==> src/rtl/receiver_uart.sv <==
// UART 8N1 receiver: 2-FF input synchronizer, mid-bit sampling FSM and a
// single-entry valid/ready holding register with framing and overrun flags.
module receiver_uart #(
  parameter int clk_freq_hz = 16_000_000,
  parameter int baud_rate   = 57600
) (
  input  logic       i_clk,
  input  logic       i_rst_n,
  input  logic       i_uart_rx,
  output logic [7:0] o_tdata,
  output logic       o_tvalid,
  input  logic       i_tready,
  output logic       o_frame_err,
  output logic       o_overrun
);

  localparam int DIV = clk_freq_hz / baud_rate;
  localparam int CW  = $clog2(DIV);
  localparam logic [CW-1:0] CNT_HALF = CW'(DIV / 2 - 1);
  localparam logic [CW-1:0] CNT_FULL = CW'(DIV - 1);
  localparam logic [CW-1:0] CNT_ONE  = CW'(1);

  typedef enum logic [2:0] {
    S_IDLE,
    S_START,
    S_DATA,
    S_STOP,
    S_BREAK
  } state_t;

  state_t          state_q;
  logic            rx_meta_q;
  logic            rx_s_q;
  logic [CW-1:0]   cnt_q;
  logic [2:0]      bitcnt_q;
  logic [7:0]      shift_q;
  logic [7:0]      tdata_q;
  logic            tvalid_q;
  logic            frame_err_q;
  logic            overrun_q;
  logic            tick;
  logic            counting;

  assign tick     = (cnt_q == '0);
  assign counting = (state_q == S_START) || (state_q == S_DATA) || (state_q == S_STOP);

  always_ff @(posedge i_clk) begin
    if (!i_rst_n) begin
      state_q     <= S_IDLE;
      rx_meta_q   <= 1'b1;
      rx_s_q      <= 1'b1;
      cnt_q       <= '0;
      bitcnt_q    <= '0;
      shift_q     <= '0;
      tdata_q     <= '0;
      tvalid_q    <= 1'b0;
      frame_err_q <= 1'b0;
      overrun_q   <= 1'b0;
    end else begin
      rx_meta_q   <= i_uart_rx;
      rx_s_q      <= rx_meta_q;
      frame_err_q <= 1'b0;
      overrun_q   <= 1'b0;

      if (tvalid_q && i_tready) tvalid_q <= 1'b0;
      if (counting && !tick) cnt_q <= cnt_q - CNT_ONE;

      case (state_q)
        S_IDLE: begin
          if (!rx_s_q) begin
            state_q <= S_START;
            cnt_q   <= CNT_HALF;
          end
        end
        S_START: begin
          if (tick) begin
            if (!rx_s_q) begin
              state_q  <= S_DATA;
              cnt_q    <= CNT_FULL;
              bitcnt_q <= '0;
            end else begin
              state_q <= S_IDLE;
            end
          end
        end
        S_DATA: begin
          if (tick) begin
            shift_q  <= {rx_s_q, shift_q[7:1]};
            cnt_q    <= CNT_FULL;
            bitcnt_q <= bitcnt_q + 3'd1;
            if (bitcnt_q == 3'd7) state_q <= S_STOP;
          end
        end
        S_STOP: begin
          if (tick) begin
            if (rx_s_q) begin
              // Returning to IDLE at mid-stop lets a start edge in the second half be caught.
              state_q <= S_IDLE;
              if (!tvalid_q || i_tready) begin
                tdata_q  <= shift_q;
                tvalid_q <= 1'b1;
              end else begin
                overrun_q <= 1'b1;
              end
            end else begin
              frame_err_q <= 1'b1;
              state_q     <= S_BREAK;
            end
          end
        end
        S_BREAK: begin
          if (rx_s_q) state_q <= S_IDLE;
        end
        default: state_q <= S_IDLE;
      endcase
    end
  end

  assign o_tdata     = tdata_q;
  assign o_tvalid    = tvalid_q;
  assign o_frame_err = frame_err_q;
  assign o_overrun   = overrun_q;

endmodule
==> config.mk <==
export PLATFORM = sky130hd
export DESIGN_NAME = receiver_uart
export DESIGN_NICKNAME = d
export VERILOG_FILES = /design/src/rtl/receiver_uart.sv
export SDC_FILE = /design/constraint.sdc
export NUM_CORES = 1
export LEC_CHECK = 0
export ABC_AREA = 1
export BUFFER_PORTS_ARGS = -buffer_cell sky130_fd_sc_hd__buf_4
export CORE_MARGIN = 2
export CORE_UTILIZATION = 46
export CTS_CLUSTER_DIAMETER = 150
export DETAILED_ROUTE_END_ITERATION = 6
export MAX_ROUTING_LAYER = met4
export PLACE_DENSITY = 0.67
export SLEW_MARGIN = 10
export SYNTH_ARGS = -nofsm -noshare
export SYNTH_HDL_FRONTEND = slang
export SYNTH_SLANG_ARGS = --single-unit
==> constraint.sdc <==
create_clock -name i_clk -period 1.4 [get_ports i_clk]
set_input_delay 0.14 -clock i_clk [delete_from_list [all_inputs] [get_ports i_clk]]
set_output_delay 0.14 -clock i_clk [all_outputs]
set_load 0.01 [all_outputs]
* Word-level counts from Yosys, hierarchy flattened
Cells that the tools add are included.
** Word-level totals
- Bits of input ports :: 4
- Register bits :: 36
- Output and inout port bits :: 11
- Word-level logic and storage cells :: 66
** Cells by class
- Add/sub/neg operators :: 2
- Equal/unequal tests :: 12
- Muxes and demuxes :: 26
- Reduce and logical (&&, ||, !) cells :: 16
** Operators with widths (number)
- $mux W9 :: 5
- $mux W3 :: 10
- $pmux W9 S3 :: 1
- $pmux W3 S5 :: 1
- $ne A2 B2 Y1 const B :: 6
- $reduce_and A4 Y1 :: 3
- $logic_not A9 Y1 :: 1
- $sub A9 B1 Y9 const B :: 1
- $mux W1 :: 7
- $eq A3 B2 Y1 const B :: 2
- $eq A3 B3 Y1 const B :: 2
- $pmux W3 S2 :: 1
- $reduce_and A6 Y1 :: 1
- $add A3 B1 Y3 const B :: 1
- $eq A3 B1 Y1 const B :: 1
- $logic_not A3 Y1 :: 1
- $logic_or A1 B1 Y1 :: 3
- $reduce_and A3 Y1 :: 1
- $logic_and A1 B1 Y1 :: 2
- $logic_not A1 Y1 :: 2
- $mux W2 :: 1
- $ne A2 B1 Y1 const B :: 1
- $reduce_and A2 Y1 :: 1
- $reduce_bool A2 Y1 :: 1

* Depth between registers and ports, before layout
Gate-level depths: netlist of the first run.
- Word-level depth :: 8
- Mapped depth :: 10
- Gate-level depth less buffers :: 10

* Worst setup path before layout of the first run
Ideal clock, no wire load.
- Kind :: register to register
- Start :: register cnt_q[0]
- End :: register shift_q[0]
- Setup slack :: 84 ps
- Data arrival time :: 1200 ps
- Buffers on the path :: 1
- Clock period less this slack :: 1316 ps
- Setup time :: 116 ps
- Stages on the path, launching flop included :: 10
- Data required time :: 1284 ps
- Cells stage by stage :: dfxtp_1 inv_1 ha_1 nand2_1 inv_1 nand2_4 nor2_4 buf_6 o21ai_0 nor2_1
** On the way
- Word-level cells in the longest chain between the ends :: 2
** RTL lines
- from (decl) :: RTL line 34 : logic [CW-1:0] cnt_q;
- from (signal assigned) :: RTL line 66 : if (counting && !tick) cnt_q <= cnt_q - CNT_ONE;
- $logic_not A9 Y1 :: RTL line 44 : assign tick = (cnt_q == '0);
- $reduce_and A2 Y1 (no line)
- to (signal assigned) :: RTL line 88 : shift_q <= {rx_s_q, shift_q[7:1]};
- to (decl) :: RTL line 36 : logic [7:0] shift_q;
Every way passes these cells.
A chain may end at the register's enable or synchronous reset.

* Worst setup path in the final report of the first run
- Start :: register cnt_q[1]
- End :: register cnt_q[3]
** On the way
- Word-level cells in the longest chain between the ends :: 7
- Elaborated cells on any way between the ends :: 10
- Those cells by class :: add/sub: 1; mux: 6; reduce/logical: 3
** RTL lines
- parallel branches: the longest is 6 deep, another holds $sub A9 B1 Y9
- $pmux W9 S3 (*) :: RTL line 68 : case (state_q)
Every way passes the cells marked *.

==> results of run 1 <==
==> state kept, by name, indices dropped and copies added (netlist names) <==
signal / cells
rx_meta_q: 1
shift_q: 8
o_tvalid: 1
o_frame_err: 1
cnt_q: 9
rx_s_q: 1
o_overrun: 1
bitcnt_q: 3
state_q: 3
o_tdata: 8
==> metal layers <==
metal	global-route usage	vias up	wire length, um
met3	0.04688	5	98
met5	-	-	0
met2	0.3454	14	1991
met4	0.07979	0	62
met1	0.2305	733	1733
li1	-	839	-
==> final cells by class <==
| type | count | area, um^2 |
|---|---|---|
| timing repair buffer | 36 | 306.5 |
| tap | 48 | 60.06 |
| inverter | 21 | 78.83 |
| sequential | 36 | 726.9 |
| clock buffer | 6 | 72.57 |
| clock inverter | 2 | 35.03 |
| fill | 328 | 1335 |
| multi-input combinational | 172 | 991.0 |
==> report_power, final <==
part / total [mW] / leakage, nW / internal (mW) / switching, mW
sequential: 1.26 / 0.294 / 1.15 / 0.103
combinational: 2.98 / 0.682 / 1.29 / 1.69
clock: 0.884 / 0.0552 / 0.528 / 0.356
total: 5.12 / 1.03 / 2.97 / 2.15
==> through the flow <==
step | hold slack, ns | area [um^2] | setup WS, ns
finish | 0.04100 | 2271 | 0.04644
CTS | 0.03000 | 2106 | 0.01499
detailed placement | 0.3316 | 1998 | 0.02419
floorplan | 0.2466 | 1700 | 0.08415
global route | 0.04605 | 2271 | -0.04420
global placement | 0.3288 | 1998 | 0.02869
==> cells by family after synthesis <==
group / after synthesis
xor gates and xnor gates: 4
AOI/OAI and AO/OA: 53
adders and majority gates: 4
buffers and inverters: 27
DFF: 36
and+or+nand+nor: 110
==> worst min path at each step <==
stage	endpoint
final	rx_meta_q
after detailed placement	rx_meta_q
after CTS	rx_meta_q
after global placement	rx_meta_q
after floorplan	rx_meta_q
after global routing	rx_meta_q
==> placed cells by master (no fill, tap or decap), drive strengths merged <==
cell	instances
clkbuf	6
nand2	42
dfxtp	36
or2	2
o21ai	33
clkinv	1
a211oi	1
nor2	49
bufinv	1
inv	21
nand3	14
xor2	4
buf	36
a21oi	19
nor3	3
ha	4
nand4	1
==> timing repair <==
item                                    CTS  global route
setup buffers                             0             4
endpoints found under the hold margin     0             0
endpoints found under the setup margin    0            27
resized for setup                         0            52
==> impl_metrics.env, run 1 <==
export IMPL_io_pins=15
export IMPL_cts_tree="yes"
export IMPL_rr_startpoint="cnt_q[1]"
export IMPL_clk_latency_ns=0.29
export IMPL_routed_wirelength_um=3885
export IMPL_netlist_area_leader_share=0.4238
export IMPL_syn_area_per_cell_um2=7.267
export IMPL_ant_nets=0
export IMPL_area_growth_pct=33.55
export IMPL_r2r_end="cnt_q[3]"
export IMPL_slowest_delay_ns=0.33
export IMPL_drv_slew=0
export IMPL_grt_pass1_vias=1443
export IMPL_synth_compound_area_share=0.1575
export IMPL_critPathLaunch="cnt_q[1]"
export IMPL_hold_depth=2
export IMPL_ir_drop_mv=1.027
export IMPL_rsz0062_at_grt="yes"
export IMPL_crit_end="cnt_q[3]"
export IMPL_drive_gt1_frac=0.3407
export IMPL_cp_common_cell="nor2_4"
export IMPL_wl_per_cell_um=12.10
export IMPL_yosysMostFrequentCell="nor2_1"
export IMPL_cp_top_family="simple AND/OR/NAND/NOR gates"
export IMPL_min_path_type="primary input to flip-flop"
export IMPL_syn_area_um2=1700
export IMPL_synth_fa_ha_area_frac=0.02943
export IMPL_drc_errors=0
export IMPL_synthMuxAreaShare=0
export IMPL_die_area_um2=4199
export IMPL_ys_ff_latch=36
export IMPL_report_final_hold_viol_count=0
export IMPL_gp_congestion=0.8349
export IMPL_worstPathRequired_ns=1.56
export IMPL_start_util=0.4715
export IMPL_path_buf_inv=2
export IMPL_synthArstFlopShare=0
export IMPL_synthFlopType="dfxtp_1"
export IMPL_synthXorXnorAreaFrac=0.02060
export IMPL_first_pass_iters=4
export IMPL_num_vias=1591
export IMPL_via_per_inst=4.956
export IMPL_insertedDiodeCount=0
export IMPL_fin_setup_tns_ns=0
export IMPL_period_share=0.9668
export IMPL_reg2reg_setup_slack_ns=0.05
export IMPL_synth_top_family_by_area="simple AND/OR/NAND/NOR gates"
export IMPL_fin_worst_skew_ns=0.001913
export IMPL_worstHoldStart="i_uart_rx"
export IMPL_place_inst=309
export IMPL_clockBufferDepth=2
export IMPL_nets=280
export IMPL_synth_simple_area_share=0.3017
export IMPL_layout_cells_non_filler=321
export IMPL_h_tree_depth=2
export IMPL_core_um2=3606
export IMPL_synth_cells=234
export IMPL_cts_buffers=5
export IMPL_fin_crit_ns=1.354
export IMPL_grt_usage=0.2027
export IMPL_fin_util=0.6298
export IMPL_leakagePower_nw=1.031
export IMPL_setup_viol=0
export IMPL_drt_initial_drc_count=65
export IMPL_grt_antenna_before_repair=0
export IMPL_crit_chain="inv_2 -> ha_4 -> nand2_4 -> nor2_4 -> buf_12 -> nor2_4 -> nand2_1 -> o21ai_2 -> a21oi_1"
export IMPL_post_dp_hpwl_um=2678
export IMPL_criticalPathCategory="flip-flop to flip-flop"
export IMPL_die_w_um=64.80
export IMPL_fmax_mhz=738.8
export IMPL_maxCapViolations=0
export IMPL_grt_max_degree=23
export IMPL_synth_area_leaders="dfxtp_1 42%, nor2_1 9.1%, nand2_1 8.6%"
export IMPL_power_mw=5.121
export IMPL_crit_arrival_ns=1.51
export IMPL_slew_headroom=0.6685
export IMPL_tightest_slew_ns=0.4967
export IMPL_synth_edf_count=0
export IMPL_cp_slowest_cell="dfxtp_2"
export IMPL_crit_path_end_kind="flip-flop"
export IMPL_r2r_cells=9
export IMPL_die_h_um=64.80
export IMPL_grt_pass1_wl_um=6299
export IMPL_portBuffers=14
export IMPL_rows=22
export IMPL_cts_sink_count=36
export IMPL_synth_top_cell_by_area="dfxtp_1"
export IMPL_clkSlewWorstSetupHoldPaths_ns=0.07
export IMPL_syn_num_nets=242
export IMPL_status="finished clean"
export IMPL_synth_commonest_cells="41 x nor2_1, 39 x nand2_1, 36 x dfxtp_1"
export IMPL_clock_tree_root_cell="clkbuf_8"
export IMPL_yosysSeqAreaShare=0.4238
export IMPL_crit_fanout=7
export IMPL_yosys_warnings=0
export IMPL_synthDistinctLibCells=25
export IMPL_powerDensity_nw_per_um2=2255
export IMPL_cp_depth=9
export IMPL_startpoint_type="flip-flop"
export IMPL_hold_buffers=0
export IMPL_grt_overflow_total=0
(Power assumes the default switching activity.)
==> run 2: changes to the inputs <==
--- a/config.mk
+++ b/config.mk
@@ -5,14 +5,14 @@
 export SDC_FILE = /design/constraint.sdc
 export NUM_CORES = 1
 export LEC_CHECK = 0
-export ABC_AREA = 1
+export ABC_AREA = 0
 export BUFFER_PORTS_ARGS = -buffer_cell sky130_fd_sc_hd__buf_4
 export CORE_MARGIN = 2
 export CORE_UTILIZATION = 46
 export CTS_CLUSTER_DIAMETER = 150
 export DETAILED_ROUTE_END_ITERATION = 6
 export MAX_ROUTING_LAYER = met4
-export PLACE_DENSITY = 0.67
+export PLACE_DENSITY = 0.68
 export SLEW_MARGIN = 10
 export SYNTH_ARGS = -nofsm -noshare
 export SYNTH_HDL_FRONTEND = slang
==> run 2 against run 1 <==
Fmax decreased by 17%. The flow now finishes with violations (setup timing). Count of clock-buffer cells in the layout decreased by 1. Worst setup slack got worse by 0.28 ns. Routed wire length increased by 16%. Flip-flop and latch count unchanged. Sequential share of layout area decreased by 2.5 points. Highest routed layer unchanged. Hold slack got worse by 0.0046 ns. Die area increased by 0.40%. Non-clock buffer count increased by 18. Critical path type unchanged. Clock skew increased by 0.0090 ns.
==> impl_metrics.env, run 2 <==
export IMPL_report_final_hold_viol_count=0
export IMPL_regMostFlops="cnt_q"
export IMPL_period_share=1.167
export IMPL_clockBufferDepth=2
export IMPL_synthXorXnorAreaFrac=0
export IMPL_synth_commonest_cells="36 x dfxtp_1, 16 x nor2_1, 13 x o31ai_1"
export IMPL_criticalPathCategory="flip-flop to flip-flop"
export IMPL_largest_reg_flops=9
export IMPL_drv_slew=0
export IMPL_cts_buffers=5
export IMPL_wl_per_cell_um=15.77
export IMPL_switchingPower_uw=773.2
export IMPL_rsz0062_at_grt="yes"
export IMPL_synth_top_family_by_area="simple AND/OR/NAND/NOR gates"
export IMPL_portBuffers=14
export IMPL_fin_worst_skew_ns=0.01095
export IMPL_fin_setup_tns_ns=-5.769
export IMPL_fmax_mhz=611.9
export IMPL_place_inst=268
export IMPL_nets=245
export IMPL_routed_wirelength_um=4510
export IMPL_cts_sink_count=36
export IMPL_h_tree_depth=2
export IMPL_area_growth_pct=44.40
export IMPL_slew_headroom=0.6758
export IMPL_hold_depth=2
export IMPL_grt_antenna_before_repair=0
export IMPL_whs_ns=0.03644
export IMPL_startpoint_type="flip-flop"
export IMPL_ys_ff_latch=36
export IMPL_synth_compound_area_share=0.1971
export IMPL_n_fill_cell=289
export IMPL_worstHoldStart="i_uart_rx"
export IMPL_crit_path_end_kind="flip-flop"
export IMPL_reg2reg_setup_slack_ns=-0.23
export IMPL_leakagePower_nw=0.9771
export IMPL_fin_util=0.6839
export IMPL_yosys_warnings=0
export IMPL_netlist_area_leader_share=0.4220
export IMPL_ir_drop_mv=0.6280
export IMPL_multi_input_area_um2=1129
export IMPL_grt_max_degree=20
export IMPL_clock_tree_root_cell="clkbuf_8"
export IMPL_synthDistinctLibCells=45
export IMPL_clk_latency_ns=0.29
export IMPL_rows=22
export IMPL_worstPathRequired_ns=1.63
export IMPL_grt_usage=0.2299
export IMPL_internal_power_mw=1.785
export IMPL_fin_crit_ns=1.634
export IMPL_final_common_cell="buf_4"
export IMPL_via_per_inst=5.766
export IMPL_hold_path_end="rx_meta_q"
export IMPL_layout_cells_non_filler=286
export IMPL_maxCapViolations=0
export IMPL_cts_tree="yes"
export IMPL_drc_errors=0
export IMPL_insertedDiodeCount=0
export IMPL_die_w_um=64.93
export IMPL_die_area_um2=4216
export IMPL_clkSlewWorstSetupHoldPaths_ns=0.08
export IMPL_syn_area_per_cell_um2=9.182
export IMPL_ant_nets=0
export IMPL_setup_ws_ns=-0.2342
export IMPL_status="finished, violations left"
export IMPL_ff_latch_area_um2=728.2
export IMPL_drt_initial_drc_count=91
export IMPL_core_um2=3606
export IMPL_grt_overflow_total=0
export IMPL_start_util=0.4736
export IMPL_drive_gt1_frac=0.4748
export IMPL_grt_pass1_wl_um=7431
export IMPL_tightest_slew_ns=0.4819
export IMPL_min_path_type="primary input to flip-flop"
export IMPL_r2r_end="cnt_q[6]"
export IMPL_yosysSeqAreaShare=0.4220
export IMPL_synth_top_cell_by_area="dfxtp_1"
export IMPL_first_pass_iters=4
export IMPL_syn_area_um2=1708
export IMPL_post_dp_hpwl_um=3015
export IMPL_power_mw=2.558
export IMPL_syn_num_nets=194
export IMPL_synth_fa_ha_area_frac=0.02930
export IMPL_p_sw_frac=0.3023
export IMPL_synth_cells=186
export IMPL_yosysMostFrequentCell="dfxtp_1"
export IMPL_num_vias=1649
export IMPL_io_pins=15
export IMPL_synth_area_leaders="dfxtp_1 42%, o31ai_1 5.7%, mux2i_1 4.7%"
export IMPL_pwr_share_comb=0.292
export IMPL_synthArstFlopShare=0
export IMPL_setup_viol=34
export IMPL_clkPwrFrac=0.281
export IMPL_die_h_um=64.93
export IMPL_synthFlopType="dfxtp_1"
export IMPL_grt_pass1_vias=1580
export IMPL_synth_edf_count=0
export IMPL_rr_startpoint="cnt_q[4]"
export IMPL_crit_fanout=3
export IMPL_powerDensity_nw_per_um2=1037
export IMPL_synthMuxAreaShare=0.04689
export IMPL_gp_congestion=0.8543
export IMPL_r2r_cells=4
export IMPL_violations="setup timing"
export IMPL_synth_simple_area_share=0.2454
export IMPL_hold_buffers=0
export IMPL_layout_common_cells="47 x buf_4, 30 x dfxtp_1, 14 x nor2_1"
export IMPL_crit_arrival_ns=1.86
export IMPL_power_frac_seq=0.427
-- run 2: cell count changes after synthesis, moves of 9 or more --
cell     delta
inv_1      -13
nand2_1    -30
nand3_1    -11
nand4_1     +9
nor2_1     -25
o21ai_0    -13
o21ai_1    -16
o31ai_1    +13
-- run 2: power by group through the flow --
stage	Combinational [mW]	Clock, mW	Sequential [mW]
after floorplan	0.314	0	1.11
after global placement	0.482	0	1.11
after detailed placement	0.504	0	1.11
after CTS	0.675	0.734	1.09
after global routing	0.798	0.774	1.10
final	0.748	0.719	1.09
-- run 2: worst max-delay path by stage --
stage / startpoint / endpoint / slack [ns] / cells after the start
2_1_floorplan: cnt_q[0] / cnt_q[4] / -0.21 / 7
3_3_place_gp: cnt_q[1] / cnt_q[6] / -0.23 / 7
3_5_place_dp: cnt_q[1] / cnt_q[6] / -0.29 / 7
4_1_cts: cnt_q[4] / cnt_q[7] / -0.24 / 4
5_1_grt: cnt_q[3] / shift_q[6] / -0.28 / 7
6_report: cnt_q[4] / cnt_q[6] / -0.23 / 4
-- run 2: worst max-delay path: stages (launching register included) --
cell	delay [ns]
dfxtp_2	0.33
or2_4	0.26
or3_4	0.34
or4_4	0.52
a21oi_1	0.13
-- run 2: cell families (layout without fill, tap and decap cells) --
family          after synthesis  in the layout
compound gates               47             47
fa+ha+maj                     4              4
buf+inv                      20             69
flops                        36             36
mux                           8              8
simple gates                 71             74
-- run 2: per-layer routing --
| layer | global-route usage | part of all wire |
|---|---|---|
| met3 | 0.05035 | 0.048 |
| met4 | 0.05319 | 0.015 |
| met5 | - | 0 |
| met2 | 0.3698 | 0.49 |
| met1 | 0.2962 | 0.44 |
-- run 2: cell type report --
type / instances / share of cell area
timing repair buffer: 54 / 0.1750
clock buffer: 5 / 0.02790
clock inverter: 3 / 0.007610
tap: 48 / 0.02435
inverter: 7 / 0.01218
sequential: 36 / 0.2953
multi-input combinational: 133 / 0.4576
-- run 2: repair_timing --
action / 4_1_cts / 5_1_grt
setup endpoints to repair: 33 / 34
gates cloned: 4 / 0
pin swaps: 25 / 5
gates resized for setup: 35 / 11
buffers inserted: 5 / 1
-- run 2: metrics by stage --
stage	setup slack, ns	instance area, um^2
2_1_floorplan	-0.2108	1773
3_3_place_gp	-0.2350	2098
3_5_place_dp	-0.2911	2098
4_1_cts	-0.2387	2409
5_1_grt	-0.2834	2466
6_report	-0.2342	2466
